`src/rtl/sifh_zoom_ctrl.sv`:
```
// Coarse-to-fine zoom controller for a TDC histogrammer: each pass narrows the
// time window around the previous peak until the bin width reaches one TDC code.
module sifh_zoom_ctrl #(
   parameter int NP = 16,
   parameter int NB = 4,
   parameter int ZS = 4,
   parameter int SW = $clog2(NP + 1)
) (
   input  logic          clk,
   input  logic          rst_n,
   input  logic          start,
   output logic          win_valid,
   input  logic          win_ready,
   output logic [NP-1:0] win_base,
   output logic [NP-1:0] win_hi,
   output logic [SW-1:0] win_shift,
   input  logic          peak_valid,
   input  logic [NB-1:0] peak_bin,
   input  logic          peak_none,
   output logic          busy,
   output logic          res_valid,
   output logic [NP-1:0] res_tof,
   output logic          res_err,
   output logic [SW-1:0] res_passes
);

   typedef enum logic [2:0] {IDLE, ISSUE, WAIT, CALC, DONE} state_t;

   state_t              state, state_nx;
   logic [NP-1:0]       base;
   logic [SW-1:0]       shift;
   logic [SW-1:0]       passes;
   logic [NB-1:0]       pk_bin;
   logic                pk_none;

   logic [NP:0]         span;
   logic [NP:0]         hi_full;
   logic [SW-1:0]       s_nx;
   logic [NP+1:0]       half_bin;
   logic signed [NP+1:0] center;
   logic signed [NP+1:0] half_nx;
   logic signed [NP+1:0] b_raw;

   // Slide a window of 2^(s+NB) codes so it lies entirely inside 0..2^NP-1.
   function automatic logic [NP-1:0] clamp_base(input logic signed [NP+1:0] b,
                                                input logic [SW-1:0]        s);
      logic signed [NP+1:0] maxb;
      maxb = signed'(((NP+2)'(1) << NP) - ((NP+2)'(1) << (s + NB)));
      if (b < 0)
         return '0;
      else if (b > maxb)
         return NP'(maxb);
      else
         return NP'(b);
   endfunction

   assign span    = (NP+1)'(1) << (shift + NB);
   assign hi_full = {1'b0, base} + span - (NP+1)'(1);

   // Next window is centred on the middle of the peak bin, ZS octaves finer.
   always_comb begin
      s_nx     = (shift > SW'(ZS)) ? shift - SW'(ZS) : '0;
      half_bin = (shift == '0) ? '0 : ((NP+2)'(1) << (shift - SW'(1)));
      center   = signed'({2'b00, base} + ({{(NP+2-NB){1'b0}}, pk_bin} << shift) + half_bin);
      half_nx  = signed'((NP+2)'(1) << (s_nx + NB - 1));
      b_raw    = center - half_nx;
   end

   always_comb begin
      state_nx  = state;
      win_valid = 1'b0;
      win_base  = '0;
      win_hi    = '0;
      win_shift = '0;
      busy      = (state != IDLE);
      res_valid = 1'b0;
      case (state)
         IDLE:  if (start) state_nx = ISSUE;
         ISSUE: begin
            win_valid = 1'b1;
            win_base  = base;
            win_hi    = hi_full[NP-1:0];
            win_shift = shift;
            if (win_ready) state_nx = WAIT;
         end
         WAIT:  if (peak_valid) state_nx = CALC;
         CALC:  state_nx = (pk_none || shift == '0) ? DONE : ISSUE;
         DONE: begin
            res_valid = 1'b1;
            state_nx  = IDLE;
         end
         default: state_nx = IDLE;
      endcase
   end

   always_ff @(posedge clk or negedge rst_n) begin
      if (!rst_n) begin
         state      <= IDLE;
         base       <= '0;
         shift      <= '0;
         passes     <= '0;
         pk_bin     <= '0;
         pk_none    <= 1'b0;
         res_tof    <= '0;
         res_err    <= 1'b0;
         res_passes <= '0;
      end else begin
         state <= state_nx;
         case (state)
            IDLE: if (start) begin
               base   <= '0;
               shift  <= SW'(NP - NB);
               passes <= '0;
            end
            ISSUE: if (win_ready) passes <= passes + SW'(1);
            WAIT: if (peak_valid) begin
               pk_bin  <= peak_bin;
               pk_none <= peak_none;
            end
            CALC: begin
               if (pk_none) begin
                  res_tof    <= '0;
                  res_err    <= 1'b1;
                  res_passes <= passes;
               end else if (shift == '0) begin
                  res_tof    <= base + NP'(pk_bin);
                  res_err    <= 1'b0;
                  res_passes <= passes;
               end else begin
                  base  <= clamp_base(b_raw, s_nx);
                  shift <= s_nx;
               end
            end
            default: ;
         endcase
      end
   end

endmodule

```
`config.mk`:
```
export PLATFORM = sky130hd
export DESIGN_NAME = sifh_zoom_ctrl
export DESIGN_NICKNAME = d
export VERILOG_FILES = /design/src/rtl/sifh_zoom_ctrl.sv
export SDC_FILE = /design/constraint.sdc
export NUM_CORES = 1
export LEC_CHECK = 0
export CORE_ASPECT_RATIO = 0.6
export CORE_MARGIN = 3
export CORE_UTILIZATION = 50
export DETAILED_ROUTE_END_ITERATION = 7
export DONT_BUFFER_PORTS = 1
export GPL_TIMING_DRIVEN = 0
export PLACE_DENSITY = 0.74
export REMOVE_ABC_BUFFERS = 1
export SYNTH_ARGS = -nofsm -noshare
export SYNTH_HDL_FRONTEND = slang
export SYNTH_SLANG_ARGS = --single-unit
```
`constraint.sdc`:
```
create_clock -name clk -period 13.15 [get_ports clk]
set_input_delay 1.315 -clock clk [delete_from_list [all_inputs] [get_ports clk]]
set_output_delay 1.315 -clock clk [all_outputs]
set_load 0.02 [all_outputs]
```
==> metrics.txt <==
vias per cell=approximately 6.0; largest family of logic cells by synthesized area=simple AND/OR/NAND/NOR gates; hold_buf cts=0; WS Path Type=register to register; Core ar.=between 10000 and 15000 sq um; total routed wirelength=between 20000 and 25000 microns; min-delay worst type=register to register; IO buf count=0; endpoint with the worst hold slack=res_passes[4]; # rows=34; # nets final=1094; GR Layer Usage met1=40.5%; all-layer global routing usage=between 20% and 30%; Post-CTS Repair Setup Buffers=0; Compound-Gate Fraction of Synth Area=between 10% and 20%; Critical R2R Launch=shift[2]; Skew-Pair Late Insertion Delay=about 0.31 ns; cells after synthesis=roughly 1000; Final period util=a little under 90%; Max Cap Violations=0; post-synthesis mux area share=about 3.2%; CP required=13.35 ns; Top Family by Delay on Critical Path=adder cells; leading area contributor after synthesis=dfrtp_1; reg-to-reg critical path endpoint=base[6]; Worst Skew=roughly 0.01 ns; post_cts resized=0; length of the first detailed-routing pass in iterations=6; Ports=between 70 and 80; Iteration-0 DRC Markers=~850; Worst R2R Path Depth=33; clock transition at the registers of the reported paths=~0.080 ns; GR Util met3=a little over 8%; critical path fanouts, max=33; Most Frequent Cell on Critical Path=ha_1; first-pass GRT wire length=35100 microns; Syn. warnings=0; setup TNS=0 ns; Fmax=about 85 MHz; post-synth top area share=between 10% and 20%; RSZ-0062 raised after global routing=no; ANT nets after route=0; initial antenna violation count=0; XOR/XNOR Fraction of Synth Area=under 10%; Die ar.=about 17000 sq um; WP data arrival=between 10 and 15 ns; adder-cell area share of the yosys netlist=approximately 22%; largest net degree at the start of global routing=57; Die X=roughly 170 microns; total CTS buffers=5; commonest non-fill, non-tap cell in the layout=inv_1; max_slew headroom=23.0%; worst reg2reg setup slack=1.43 ns; wire per inst=between 15 and 20 microns; clock root buffer master=clkbuf_16; clock sinks=between 50 and 60; layout cells sized above 1=under 10%; detailed placement HPWL=between 15000 and 20000 microns; CTS tree=built; total grt overflow=0; WP buf/inv=4; commonest non-fill, non-tap cells in the layout=inv_1, nand2_1, nor2_1; critical path endpoint category=register; die height=slightly above 100 microns; mapped cell area=just under 8000 sq um; synth-to-layout area growth=3.48%; ys flop type=dfrtp_1; fin. max-slew vios=0; largest cells by area after synthesis=dfrtp_1, ha_1, fa_1; DR vias=about 7.0k; Yosys reg bits=56; # diodes=0; Slowest-stage cell, CP=dfrtp_1; simple-gate area share of the yosys netlist=between 20% and 30%; worst-margin pin slew=~1.2 ns; Post-synth ARST share=between 90% and 100%; # H-tree levels=2; Tmin final=approximately 12 ns; CTS max path bufs=2; Starting Density=between 50% and 60%; Startpoint Class=register; Fin. Hold Viols=0; vias in the first global route=between 6k and 7k; hold path depth=2; GP Congestion=a little under 1; CP max stage delay=around 1.1 ns; post-synthesis sequential area ratio=between 10% and 20%; status=finished clean; drt drc=0; min-delay src=passes[4]; EDFF count, synth=0; Top Usage Layer GRT=met1; met2 Resource Use GR=35.1%; Syn Area/Cell=between 7 and 8 sq um; final setup vio count=0; Unique masters post-synth=roughly 80
-- registers in the layout (all words and copies together) (netlist names) --
register and count:
base 16, state 3, shift 5, passes 5, res_tof 16, pk_bin 4
res_err 1, pk_none 1, res_passes 5
-- cell usage after synthesis (9+ instances only) --
| library cell | n |
|---|---|
| inv_1 | 123 |
| nand2_1 | 113 |
| nor2_1 | 110 |
| ha_1 | 81 |
| dfrtp_1 | 56 |
| o21ai_0 | 46 |
| a21oi_1 | 45 |
| xnor2_1 | 38 |
| fa_1 | 35 |
| nand3_1 | 32 |
| nor3_1 | 29 |
| clkbuf_1 | 22 |
| and2_1 | 20 |
| xor2_1 | 17 |
| mux2i_1 | 13 |
| or2_2 | 12 |
| and3_1 | 11 |
| nor2b_1 | 11 |
| nand2b_1 | 10 |
| o22ai_1 | 10 |
| a21o_1 | 9 |
-- per-stage QoR --
stage	area (sq um)	std cells	util, %	hold WS (ns)	setup slack, ns
2_1_floorplan	7550	960	-	0.484	3.78
3_3_place_gp	7800	1158	52.7	0.511	1.88
3_5_place_dp	7830	1159	52.9	0.515	1.93
4_1_cts	7990	1167	54.0	0.537	1.83
5_1_grt	7990	1167	54.0	0.575	0.935
6_report	7990	1167	54.0	0.539	1.43
-- worst max-delay path by stage --
stage / cells past startpoint / from / to
after floorplan: 32 / shift[2] / base[6]
after global placement: 32 / shift[2] / base[6]
after detailed placement: 33 / shift[2] / base[6]
after CTS: 33 / shift[2] / base[6]
after global routing: 33 / shift[2] / base[6]
final: 33 / shift[2] / base[6]
-- area by class of cell --
type	instances	area [sq um]
multi-input cells	779	5690
well taps	198	248
inverters	125	482
clock buffers	5	125
flip-flops and latches	56	1400
repair buffers	1	15.0
fillers	1398	6810
clock inverters	3	33.8
-- worst register-to-register path, delay by kind of cell, from the launching register on --
kind                       cells  cell delay [ns]
buffers and inverters          4             0.77
and+or+nand+nor               10             3.01
AOI/OAI and AO/OA              9             2.80
xor gates and xnor gates       2             0.46
adders and majority gates      8             3.46
DFF                            1             1.11
-- routing by layer --
metal / vias up / part of all wire, % / routed length, microns
li1: 3305 / - / -
met4: 0 / 1.1 / 247
met5: - / 0 / 0
met1: 3320 / 49 / 10700
met2: 348 / 37 / 8180
met3: 23 / 13 / 2790
-- cell families (layout without fill, tap and decap cells) --
group,after synthesis,after routing
fa+ha+maj,116,116
xor+xnor,57,57
buf+inv,162,134
simple gates,395,395
compound gates,188,188
flops,56,56
mux,23,23
Power is not shown: default switching activity piles up to over one toggle a cycle in this logic, so the estimate is an artifact.
